==> config.mk <==
export PLATFORM = sky130hd
export DESIGN_NAME = dm_arbiter
export DESIGN_NICKNAME = d
export VERILOG_FILES = /design/src/rtl/dm_arbiter_pkg.sv /design/src/rtl/dm_arbiter_rr_arb2.sv /design/src/rtl/dm_arbiter.sv
export SDC_FILE = /design/constraint.sdc
export NUM_CORES = 1
export LEC_CHECK = 0
export CAP_MARGIN = 40
export CORE_AREA = 2 2 118 120
export CTS_BUF_LIST = sky130_fd_sc_hd__clkbuf_4 sky130_fd_sc_hd__clkbuf_8
export CTS_CLUSTER_SIZE = 30
export DETAILED_ROUTE_END_ITERATION = 16
export DIE_AREA = 0 0 120 122
export PLACE_DENSITY = 0.63
export SLEW_MARGIN = 20
export SYNTH_ARGS = -nofsm -noshare
export SYNTH_HDL_FRONTEND = slang
export SYNTH_SLANG_ARGS = --single-unit
==> constraint.sdc <==
create_clock -name clk_i -period 2.41 [get_ports clk_i]
set_input_delay 0.6025 -clock clk_i [delete_from_list [all_inputs] [get_ports clk_i]]
set_output_delay 0.6025 -clock clk_i [all_outputs]
set_load 0.05 [all_outputs]
==> src/rtl/dm_arbiter_pkg.sv <==
// Shared definitions for the data-memory arbiter: requester ownership encoding and
// the func3 memory-control codes that the core control unit also decodes.
package dm_arbiter_pkg;

   typedef enum logic {
      OWN_CPU = 1'b0,
      OWN_EXT = 1'b1
   } owner_e;

   // Loads and stores share the low func3 codes; the we bit tells them apart.
   localparam logic [2:0] F3_LB  = 3'b000;
   localparam logic [2:0] F3_LH  = 3'b001;
   localparam logic [2:0] F3_LW  = 3'b010;
   localparam logic [2:0] F3_LBU = 3'b100;
   localparam logic [2:0] F3_LHU = 3'b101;
   localparam logic [2:0] F3_SB  = 3'b000;
   localparam logic [2:0] F3_SH  = 3'b001;
   localparam logic [2:0] F3_SW  = 3'b010;

   function automatic owner_e other_owner(input owner_e o);
      return (o == OWN_CPU) ? OWN_EXT : OWN_CPU;
   endfunction

endpackage

==> src/rtl/dm_arbiter_rr_arb2.sv <==
// Two-input round-robin grant between the core and the external port, with a lock
// override that forces the external port to win contention while a burst is held.
module dm_arbiter_rr_arb2
   import dm_arbiter_pkg::*;
(
   input  logic clk_i,
   input  logic rst_i,
   input  logic req_cpu_i,
   input  logic req_ext_i,
   input  logic lock_hold_i,
   output logic gnt_cpu_o,
   output logic gnt_ext_o
);

   owner_e last_winner_q;
   owner_e last_winner_d;
   owner_e rr_pick;

   assign rr_pick = other_owner(last_winner_q);

   always_comb begin
      gnt_cpu_o     = 1'b0;
      gnt_ext_o     = 1'b0;
      last_winner_d = last_winner_q;
      if (req_cpu_i && req_ext_i) begin
         if (lock_hold_i || (rr_pick == OWN_EXT)) begin
            gnt_ext_o = 1'b1;
         end else begin
            gnt_cpu_o = 1'b1;
         end
      end else begin
         gnt_cpu_o = req_cpu_i;
         gnt_ext_o = req_ext_i;
      end
      // Idle cycles leave the round-robin pointer untouched.
      if (gnt_cpu_o) begin
         last_winner_d = OWN_CPU;
      end else if (gnt_ext_o) begin
         last_winner_d = OWN_EXT;
      end
   end

   // Resetting to EXT lets the core win the first contention.
   always_ff @(posedge clk_i or posedge rst_i) begin
      if (rst_i) begin
         last_winner_q <= OWN_EXT;
      end else begin
         last_winner_q <= last_winner_d;
      end
   end

endmodule

==> src/rtl/dm_arbiter.sv <==
// Shares the single-port data memory between the core load/store path (zero latency)
// and an external loader/debug port (registered read data, bounded burst lock).
module dm_arbiter
   import dm_arbiter_pkg::*;
#(
   parameter int ADDR_W   = 32,
   parameter int DATA_W   = 32,
   parameter int MAX_LOCK = 8
) (
   input  logic              clk_i,
   input  logic              reset_i,
   input  logic              cpu_req_i,
   input  logic              cpu_we_i,
   input  logic [2:0]        cpu_func3_i,
   input  logic [ADDR_W-1:0] cpu_addr_i,
   input  logic [DATA_W-1:0] cpu_wdata_i,
   output logic              cpu_stall_o,
   output logic [DATA_W-1:0] cpu_rdata_o,
   input  logic              ext_req_i,
   input  logic              ext_we_i,
   input  logic [2:0]        ext_func3_i,
   input  logic [ADDR_W-1:0] ext_addr_i,
   input  logic [DATA_W-1:0] ext_wdata_i,
   input  logic              ext_lock_i,
   output logic              ext_gnt_o,
   output logic [DATA_W-1:0] ext_rdata_o,
   output logic              ext_rvalid_o,
   output logic [ADDR_W-1:0] dm_addr_o,
   output logic [DATA_W-1:0] dm_wdata_o,
   output logic [2:0]        dm_ctrl_o,
   output logic              dm_wenable_o,
   input  logic [DATA_W-1:0] dm_rdata_i
);

   localparam int CNT_W = $clog2(MAX_LOCK + 1);
   localparam logic [CNT_W-1:0] CNT_MAX = CNT_W'(MAX_LOCK);

   logic              lock_active_q, lock_active_d;
   logic [CNT_W-1:0]  lock_cnt_q, lock_cnt_d;
   logic [DATA_W-1:0] ext_rdata_q, ext_rdata_d;
   logic              ext_rvalid_q, ext_rvalid_d;

   logic gnt_cpu;
   logic gnt_ext;
   logic lock_hold;

   // Once MAX_LOCK locked grants have been served the lock stops overriding round-robin.
   assign lock_hold = lock_active_q && (lock_cnt_q < CNT_MAX);

   dm_arbiter_rr_arb2 u_rr_arb2 (
      .clk_i       (clk_i),
      .rst_i       (reset_i),
      .req_cpu_i   (cpu_req_i),
      .req_ext_i   (ext_req_i),
      .lock_hold_i (lock_hold),
      .gnt_cpu_o   (gnt_cpu),
      .gnt_ext_o   (gnt_ext)
   );

   always_comb begin
      dm_addr_o    = '0;
      dm_wdata_o   = '0;
      dm_ctrl_o    = '0;
      dm_wenable_o = 1'b0;
      if (gnt_cpu) begin
         dm_addr_o    = cpu_addr_i;
         dm_wdata_o   = cpu_wdata_i;
         dm_ctrl_o    = cpu_func3_i;
         dm_wenable_o = cpu_we_i;
      end else if (gnt_ext) begin
         dm_addr_o    = ext_addr_i;
         dm_wdata_o   = ext_wdata_i;
         dm_ctrl_o    = ext_func3_i;
         dm_wenable_o = ext_we_i;
      end
   end

   assign cpu_stall_o  = cpu_req_i & ~gnt_cpu;
   assign cpu_rdata_o  = gnt_cpu ? dm_rdata_i : '0;
   assign ext_gnt_o    = gnt_ext;
   assign ext_rdata_o  = ext_rdata_q;
   assign ext_rvalid_o = ext_rvalid_q;

   always_comb begin
      lock_active_d = gnt_ext & ext_lock_i;
      lock_cnt_d    = lock_cnt_q;
      if (gnt_cpu || !ext_req_i) begin
         lock_cnt_d = '0;
      end else if (gnt_ext && lock_active_q && (lock_cnt_q < CNT_MAX)) begin
         lock_cnt_d = lock_cnt_q + CNT_W'(1);
      end
      ext_rvalid_d = gnt_ext & ~ext_we_i;
      ext_rdata_d  = ext_rvalid_d ? dm_rdata_i : ext_rdata_q;
   end

   always_ff @(posedge clk_i or posedge reset_i) begin
      if (reset_i) begin
         lock_active_q <= 1'b0;
         lock_cnt_q    <= '0;
         ext_rdata_q   <= '0;
         ext_rvalid_q  <= 1'b0;
      end else begin
         lock_active_q <= lock_active_d;
         lock_cnt_q    <= lock_cnt_d;
         ext_rdata_q   <= ext_rdata_d;
         ext_rvalid_q  <= ext_rvalid_d;
      end
   end

endmodule

After elaboration in Yosys (flattened, before gate mapping). Index checks and enable logic that the tools add are counted.

Register bits: 39. Output and inout bits: 135.

$add $sub $neg: 1. Magnitude comparators: 1. Multiplexer cells: 18. Bitwise gates (word level): 5. Reduce and logical (&&, ||, !) cells: 9.

Operators by type and width (number): $mux 32 (5); $mux 1 (9); $mux 4 (2); $mux 3 (2); $add 4x1->4 const B (1); $logic_and 1x1->1 (4); $lt 4x4->1 const B (1); $reduce_bool 2->1 (2); $and 1x1->1 (3); $logic_or 1x1->1 (2); $not 1->1 (2); $logic_not 1->1 (1).

Logic depth before layout (Yosys ltp). Gate-level depths: netlist of the first run.

Depth after elaboration: 9. Mapped depth: 6. Gate-level depth less buffers: 4.

By module. A second synthesis of the first run with hierarchy kept.

Cell total of the unflattened synthesis: 227. Area, all modules: 2638.8 µm².

Modules (own cells, without submodules): dm_arbiter (instances 1, cells each 219, area each 2568.7 µm²); dm_arbiter_rr_arb2 (instances 1, cells each 8, area each 70.1 µm²).

Worst setup path before layout of the first run. OpenSTA, ideal clock, no wires.

Kind: in2out. Start: input port cpu_req_i. End: output port dm_wdata_o[16]. Data arrival time: 1.669 ns. Data required time: 1.808 ns. Slack: 0.139 ns. Cell stages on the path: 5. Path buffers: 1. Cells stage by stage: nand2_1 -> o21ai_4 -> inv_4 -> buf_6 -> a22o_1.

Word-level cells in the longest chain between the ends: 4. Elaborated cells between the ends (all ways): 5.

Ends and longest elaborated chain: from (decl) (line dm_arbiter.sv:12) `input logic cpu_req_i,`; $logic_and 1x1->1 (line dm_arbiter_rr_arb2.sv:25) `if (req_cpu_i && req_ext_i) begin`; $mux 1 (line dm_arbiter_rr_arb2.sv:25); named net ext_gnt_o (line dm_arbiter.sv:25) `output logic ext_gnt_o,`; $mux 32 (line dm_arbiter.sv:70) `end else if (gnt_ext) begin`; $mux 32 (line dm_arbiter.sv:65) `if (gnt_cpu) begin`; to (decl) (line dm_arbiter.sv:29) `output logic [DATA_W-1:0] dm_wdata_o,`.

The timed path passes the listed nets, and every way through them passes these cells.

Final worst setup path of the first run.
Start: register u_rr_arb2.last_winner_q. End: output port dm_addr_o[11].

Word-level cells in the longest chain between the ends: 6. Elaborated cells between the ends (all ways): 8.

Ends and longest elaborated chain: from (decl) (line dm_arbiter_rr_arb2.sv:15) `owner_e last_winner_q;`; from (signal assigned) (line dm_arbiter_rr_arb2.sv:48) `last_winner_q <= last_winner_d;`; $mux 1 * (line dm_arbiter_pkg.sv:21) `return (o == OWN_CPU) ? OWN_EXT : OWN_CPU;`; $logic_or 1x1->1 * (line dm_arbiter_rr_arb2.sv:26) `if (lock_hold_i || (rr_pick == OWN_EXT)) begin`; $mux 1 (line dm_arbiter_rr_arb2.sv:26); $mux 1 (line dm_arbiter_rr_arb2.sv:25); $mux 32 (line dm_arbiter.sv:70); $mux 32 * (line dm_arbiter.sv:65); to (decl) (line dm_arbiter.sv:28) `output logic [ADDR_W-1:0] dm_addr_o,`.

Every way passes the cells marked *; elsewhere a longest branch is shown, timed or not.

==> summary.md, run 1 <==
| Metric | Value |
|---|---|
| Status | finished with violations |
| Failing checks | setup timing |
| Maximum vdd drop | 0.6008 mV |
| R2R Setup Slk | 0.78 ns |
| DP Wirelength | approximately 12000 µm |
| GPL Wtd Cong | 0.8082 |
| Setup TNS Final | -1.845 ns |
| Setup WS post-layout | -0.05502 ns |
| Synth top cells by count | a22o_1 (68), dfrtp_1 (38), and2_1 (33) |
| Row cnt | 43 |
| Slew headroom | 0.6213 |
| Nets@finish | just over 700 |
| Num CTS Buffers | 5 |
| Sequential share of the synthesized area | 0.3931 |
| Final min period | 2.465 ns |
| #FFs+latches synth | 39 |
| Vias/cell | 4.648 |
| Vias in the first global route | 3472 |
| Hold Fails Final Rpt | 0 |
| Remaining Overflow, GRT | 0 |
| Area leader, netlist | dfrtp_1 |
| Fmax | roughly 0.41 GHz |
| FF-to-FF Start | u_rr_arb2.last_winner_q$_DFFE_PP1P_ |
| Routed len/inst | ~24 µm |
| Hold Path Stages | 1 |
| Syn Std Cell Area | 2486 µm² |
| Fill count | 1073 |
| Ys flop type | dfrtp_1 |
| Final wirelength | 17180 µm |
| Post-DRT Antenna Nets | 0 |
| Critical Path End Type | output port |
| Core area | 13500 µm² |
| Largest net degree at the start of global routing | 34 |
| Die Area | 14640 µm² |
| Skew-Pair Late Insertion Delay | 0.30 ns |
| Hold Startpoint | ext_rdata_o[1]$_DFFE_PP0P_ |
| Cell count of the worst reg-to-reg path | 5 |
| Pwr dens | 577.3 nW/µm² |
| Post-synth EDFFs | 0 |
| Distinct cells, synth | 24 |
| Most numerous cell in the Yosys netlist | a22o_1 |
| CTS clk-pin slew, worst paths | 0.07 ns |
| Leak | about 0.0034 µW |
| CTS tree | built |
| Port-buffer cells | 307 |
| Initial Util | 0.1841 |
| Synth Net Count | 391 |
| Area grow syn2layout | 217.3% |
| Antenna violations before repair | 3 |
| Die extent in y | 122 µm |
| Worst slack, placed | -0.4046 ns |
| Number of remaining DRC errors | 0 |
| Die W | about 120 µm |
| Root Buffer | clkbuf_8 |
| Layout cells sized above 1 | 0.4754 |
| Critical path origin | u_rr_arb2.last_winner_q$_DFFE_PP1P_ |
| Initial DRC Count | approximately 140 |
| Total track usage | 0.2008 |
| Pre-antenna DRT Iters | 4 |
| Top fanout value on the critical path | 6 |
| Max Cap Violations | 0 |
| Power Total | between 4000 and 5000 µW |
| Synth area leaders | dfrtp_1 (38%), a22o_1 (24%), mux2_2 (14%) |
| Final Util | 0.5841 |
| Worst-margin pin slew | about 0.57 ns |
| Post-synth top area share | 0.3825 |
| Worst clock skew | just under 0.005 ns |
| CTS sink cnt | 39 |
| First-pass GRT wire length | 21830 µm |
| Via Count | roughly 3400 |
| FF-to-FF End | ext_rdata_o[11]$_DFFE_PP0P_ |
| WS Path Type | reg2out |
| Crit path launch type | flip-flop |
| DP Area | roughly 6800 µm² |
| Syn avg cell area | 11.46 µm² |
| Yosys warns | 0 |
| Fin area | 7888 µm² |
| Clock buffer depth | 2 |
| Ratio of final minimum period to clock period | 1.023 |
| WP data required | 1.81 ns |
| Crit path to | dm_addr_o[11] |
| H-tree Lvls | 2 |
| RSZ-0062 raised after global routing | true |
| Io pins | 308 |
| Mapped Cells | 217 |
| Max-slew violations | 0 |
| Setup violations, final | 68 |
| Fraction of synthesis flops using an asynchronous set or reset pin | 1.000 |
| Hold WC Path Type | reg2reg |
| Arrival time at the worst endpoint | 1.86 ns |
==> how the worst min path moves through the flow <==
stage | end
after floorplan | u_rr_arb2.last_winner_q$_DFFE_PP1P_
after global placement | ext_rdata_o[1]$_DFFE_PP0P_
after detailed placement | ext_rdata_o[20]$_DFFE_PP0P_
after CTS | ext_rdata_o[19]$_DFFE_PP0P_
after global routing | ext_rdata_o[4]$_DFFE_PP0P_
final | ext_rdata_o[1]$_DFFE_PP0P_
==> state kept, by name, indices dropped and copies added, names as in the netlist <==
register                 cells
ext_rdata_o                 32
ext_rvalid_o                 1
lock_active_q                1
lock_cnt_q                   4
u_rr_arb2.last_winner_q      1
==> worst max-delay path: stages (launching register included) <==
cell       delay, ns
dfstp_2         0.56
nand2_4         0.07
o21ai_4         0.17
buf_12          0.14
inv_12          0.05
clkbuf_16       0.16
a22o_4          0.26
buf_12          0.15
==> layout make-up <==
| type | instances | area (µm²) | share of cell area |
|---|---|---|---|
| Timing Repair inverter | 1 | 11.26 | 0.001428 |
| Multi-Input combinational cell | 152 | 1780 | 0.2257 |
| Timing Repair Buffer | 344 | 4753 | 0.6026 |
| Antenna cell | 2 | 5.005 | 0.0006345 |
| Sequential cell | 39 | 977.2 | 0.1239 |
| Clock buffer | 7 | 96.34 | 0.01221 |
| Inverter | 5 | 31.28 | 0.003966 |
| Clock inverter | 1 | 7.507 | 0.0009518 |
| Tap cell | 180 | 225.2 | 0.02855 |
==> timing repair <==
item / in CTS / in global routing
setup endpoints to repair: 101 / 99
setup buffers: 10 / 3
hold buffers: 0 / 0
pin swaps: 25 / 48
hold endpoints to repair: 0 / 0
resized for setup: 52 / 60
cloned: 5 / 11
==> layer usage <==
| metal | part of all wire | GRT usage | vias to the layer above |
|---|---|---|---|
| met5 | 0.00076 | 0 | - |
| met4 | 0.036 | 0.08015 | 2 |
| met3 | 0.083 | 0.07444 | 40 |
| li1 | - | - | 1492 |
| met1 | 0.35 | 0.2134 | 1673 |
| met2 | 0.53 | 0.3597 | 191 |
==> cell usage in the layout (no fill, tap or decap), types with 2 or more instances in the layout <==
cell	netlist	layout
a22o_1	68	26
a22o_4	0	42
and2_4	0	32
buf_12	0	111
buf_16	0	5
buf_4	0	10
buf_6	11	3
buf_8	0	2
clkbuf_16	0	8
clkbuf_8	0	7
clkdlybuf4s15_2	0	2
clkdlybuf4s50_1	0	203
dfrtp_1	38	38
diode_2	0	2
inv_1	4	4
mux2_1	2	2
mux2_2	30	30
nor2_1	5	5
o21ai_0	2	2
o21ai_4	2	2
==> report_power, final <==
group	switching [µW]	total, µW	leakage, µW	internal (µW)
Sequential	58.8	828	0.000468	769
Clock	241	501	0.0000505	260
Combinational	1650	3220	0.00285	1580
Total	1950	4550	0.00337	2610
==> logic make-up after synthesis <==
family | synth area share
multiplexers | 0.1490
buffers and inverters | 0.07700
AND/OR/NAND/NOR | 0.1007
flip-flops | 0.3931
AO/OA/AOI/OAI | 0.2682
adder cells (fa/ha/maj) | 0.005032
XOR/XNOR | 0.007047
==> stage by stage <==
stage / hold slack (ns) / std cells
floorplan: 0.4749 / 217
global placement: 0.4822 / 695
detailed placement: 0.4938 / 695
CTS: 0.5115 / 718
global route: 0.5217 / 729
finish: 0.5056 / 731
Power figures use the tool's default switching activity.
==> run 2: changes to the inputs <==
--- a/config.mk
+++ b/config.mk
@@ -16,3 +16,4 @@
 export SYNTH_ARGS = -nofsm -noshare
 export SYNTH_HDL_FRONTEND = slang
 export SYNTH_SLANG_ARGS = --single-unit
+export TNS_END_PERCENT = 100
==> results of run 2 <==
Final layout, timing and power as in run 1 (identical DEF).
==> run 3: changes to the inputs <==
==> constraint.sdc (replaced) <==
create_clock -name clk_i -period 2.41 [get_ports clk_i]
set_input_delay 0.6025 -clock clk_i [delete_from_list [all_inputs] [get_ports clk_i]]
set_output_delay 0.6025 -clock clk_i [all_outputs]
set_load 0.005 [all_outputs]
==> summary.md, run 3 (synthesis gave the netlist of run 1 again) <==
| Metric | Value |
|---|---|
| Core area | 13500 µm² (unchanged) |
| WHS | 0.5007 ns (was 0.5056 ns) |
| Area grow syn2layout | 158.0% (was 217.3%) |
| Post-CTS Hold Buffers | 0 (unchanged) |
| Maximum vdd drop | 0.3689 mV (was 0.6008 mV) |
| Post-DRT Antenna Nets | 0 (unchanged) |
| Die extent in y | 122 µm (unchanged) |
| Root Buffer | clkbuf_8 (unchanged) |
| Crit path launch type | flip-flop (unchanged) |
| Max Used Layer | met5 (unchanged) |
| Slew headroom | 0.6562 (was 0.6213) |
| Number of remaining DRC errors | 0 (unchanged) |
| Final Util | 0.4750 (was 0.5841) |
| Critical Path End Type | output port (unchanged) |
| # placed instances | 696 (was 695) |
| Io pins | 308 (unchanged) |
| Max reg flops | 32 (unchanged) |
| GPL Wtd Cong | 0.8248 (was 0.8082) |
| Status | finished with violations (unchanged) |
| Crit path cell chain | nand2_4 > o21ai_4 > inv_4 > buf_12 > buf_16 > buf_6 > a22o_1 > buf_2 (was nand2_4 > o21ai_4 > buf_12 > inv_12 > clkbuf_16 > a22o_4 > buf_12) |
| First-pass GRT wire length | 21770 µm (was 21830 µm) |
| Hold WC Path Type | reg2reg (unchanged) |
| CTS clk-pin slew, worst paths | 0.07 ns (about the same) |
| Pwr dens | 455.2 nW/µm² (was 577.3 nW/µm²) |
| Row cnt | 43 (unchanged) |
| Routed length on met3 | 1418 µm (was 1431 µm) |
| Setup WS post-layout | -0.07533 ns (was -0.05502 ns) |
| Failing checks | setup timing (unchanged) |
| Worst clock skew | 0.006078 ns (was 0.004852 ns) |
| Vias/cell | 4.431 (was 4.648) |
| Pre-antenna DRT Iters | 6 (was 4) |
| Via Count | 3359 (was 3398) |
| Non-filler cells, final | 758 (was 731) |
| Most frequent cells in the layout | clkdlybuf4s50_1 (203), buf_2 (73), a22o_1 (68) (was clkdlybuf4s50_1 (203), buf_12 (111), a22o_4 (42)) |
| Largest net degree at the start of global routing | 34 (unchanged) |
| Clock buffer depth | 2 (unchanged) |
| Routed len/inst | 20.40 µm (was 23.50 µm) |
| Initial Util | 0.1841 (unchanged) |
| Leak | 0.002922 µW (was 0.003368 µW) |
| Metal-1 WL | 5772 µm (was 6011 µm) |
| Port-buffer cells | 307 (unchanged) |
| Top fanout value on the critical path | 5 (was 6) |
| Antenna violations before repair | 2 (was 3) |
| Met2 WL | 7875 µm (was 9108 µm) |
| Arrival time at the worst endpoint | 1.88 ns (was 1.86 ns) |
| Nets@finish | 750 (was 722) |
| WS Path Type | reg2out (unchanged) |
| Slowest cell on crit path | dfstp_2 (unchanged) |
| Hold Fails Final Rpt | 0 (unchanged) |
| Initial DRC Count | 147 (was 141) |
| Total track usage | 0.2000 (was 0.2008) |
| RSZ-0062 raised after global routing | true (unchanged) |
| Skew-Pair Late Insertion Delay | 0.29 ns (was 0.30 ns) |
| CTS sink cnt | 39 (unchanged) |
| H-tree Lvls | 2 (unchanged) |
| CTS tree | built (unchanged) |
| WP data required | 1.81 ns (about the same) |
| Worst slack, placed | -0.6586 ns (was -0.4046 ns) |
| Max Cap Violations | 0 (unchanged) |
| Die Area | 14640 µm² (unchanged) |
| Num CTS Buffers | 5 (unchanged) |
| Remaining Overflow, GRT | 0 (unchanged) |
| Max-slew violations | 0 (unchanged) |
| Fmax | 0.4024 GHz (was 0.4057 GHz) |
| Setup violations, final | 9 (was 68) |
| Leading cell type in the layout, fill and taps excluded | clkdlybuf4s50_1 (unchanged) |
| DP Wirelength | 10890 µm (was 12040 µm) |
| Final min period | 2.485 ns (was 2.465 ns) |
| Layout cells sized above 1 | 0.3778 (was 0.4754) |
| Critical Path Max Stage Delay | 0.56 ns (about the same) |
| Final wirelength | 15470 µm (was 17180 µm) |
| Die W | 120 µm (unchanged) |
| Vias in the first global route | 3564 (was 3472) |
| Ratio of final minimum period to clock period | 1.031 (was 1.023) |
| Worst-margin pin slew | 0.5151 ns (was 0.5675 ns) |
## run 3: final timing paths
kind | start | slack [ns] | cells after the start | to
hold reg to reg | ext_rdata_o[1]$_DFFE_PP0P_ | 0.50 | 1 | ext_rdata_o[1]$_DFFE_PP0P_
max in group asynchronous | reset_i | 1.16 | 3 | u_rr_arb2.last_winner_q$_DFFE_PP1P_
setup reg to reg | lock_active_q$_DFF_PP0_ | 0.71 | 6 | ext_rdata_o[13]$_DFFE_PP0P_
setup / recovery | u_rr_arb2.last_winner_q$_DFFE_PP1P_ | -0.08 | 8 | dm_wdata_o[16]
min in group asynchronous | reset_i | 0.64 | 2 | ext_rdata_o[18]$_DFFE_PP0P_
hold / removal | ext_rdata_o[1]$_DFFE_PP0P_ | 0.50 | 1 | ext_rdata_o[1]$_DFFE_PP0P_
## run 3: worst max-delay path, delay by kind of cell (launching register included)
kind                   cells  cell delay (ns)
buffers and inverters      5             0.61
DFF                        1             0.56
AOI/OAI and AO/OA          2             0.35
and+or+nand+nor            1             0.07
## run 3: where the power goes
part | leakage [µW] | internal, µW | total (µW) | switching (µW)
Combinational | 0.00240 | 1080 | 1610 | 531
Sequential | 0.000468 | 770 | 827 | 57.8
Clock | 0.0000505 | 260 | 486 | 226
Total | 0.00292 | 2110 | 2920 | 814
## run 3: timing repair
item	CTS	global route
cloned	16	0
setup buffers	45	5
endpoints found under the setup margin	102	100
pin swaps	36	36
gates resized for setup	433	48
## run 3: final cells by class
type,count,area (µm²)
tap,180,225.2
inverter,5,21.27
antenna,1,2.502
multi-input combinational,152,1360
fill,1267,7089
timing repair buffer,373,3725
sequential,39,977.2
clock buffer,7,96.34
clock inverter,1,7.507
## run 3: per-layer routing
layer	GRT usage	vias up
li1	-	1542
met3	0.06133	27
met5	0	-
met1	0.2303	1573
met4	0.06250	2
met2	0.3544	215
## run 3: per-stage QoR
stage | power [µW] | TNS [ns] | cell area, µm²
5_1_grt | 3079 | -2.936 | 6412
3_3_place_gp | 2199 | -57.57 | 5762
4_1_cts | 2996 | -3.066 | 6543
2_1_floorplan | 1269 | 0 | 2486
6_report | 2920 | -0.2196 | 6415
3_5_place_dp | 2210 | -61.51 | 5762
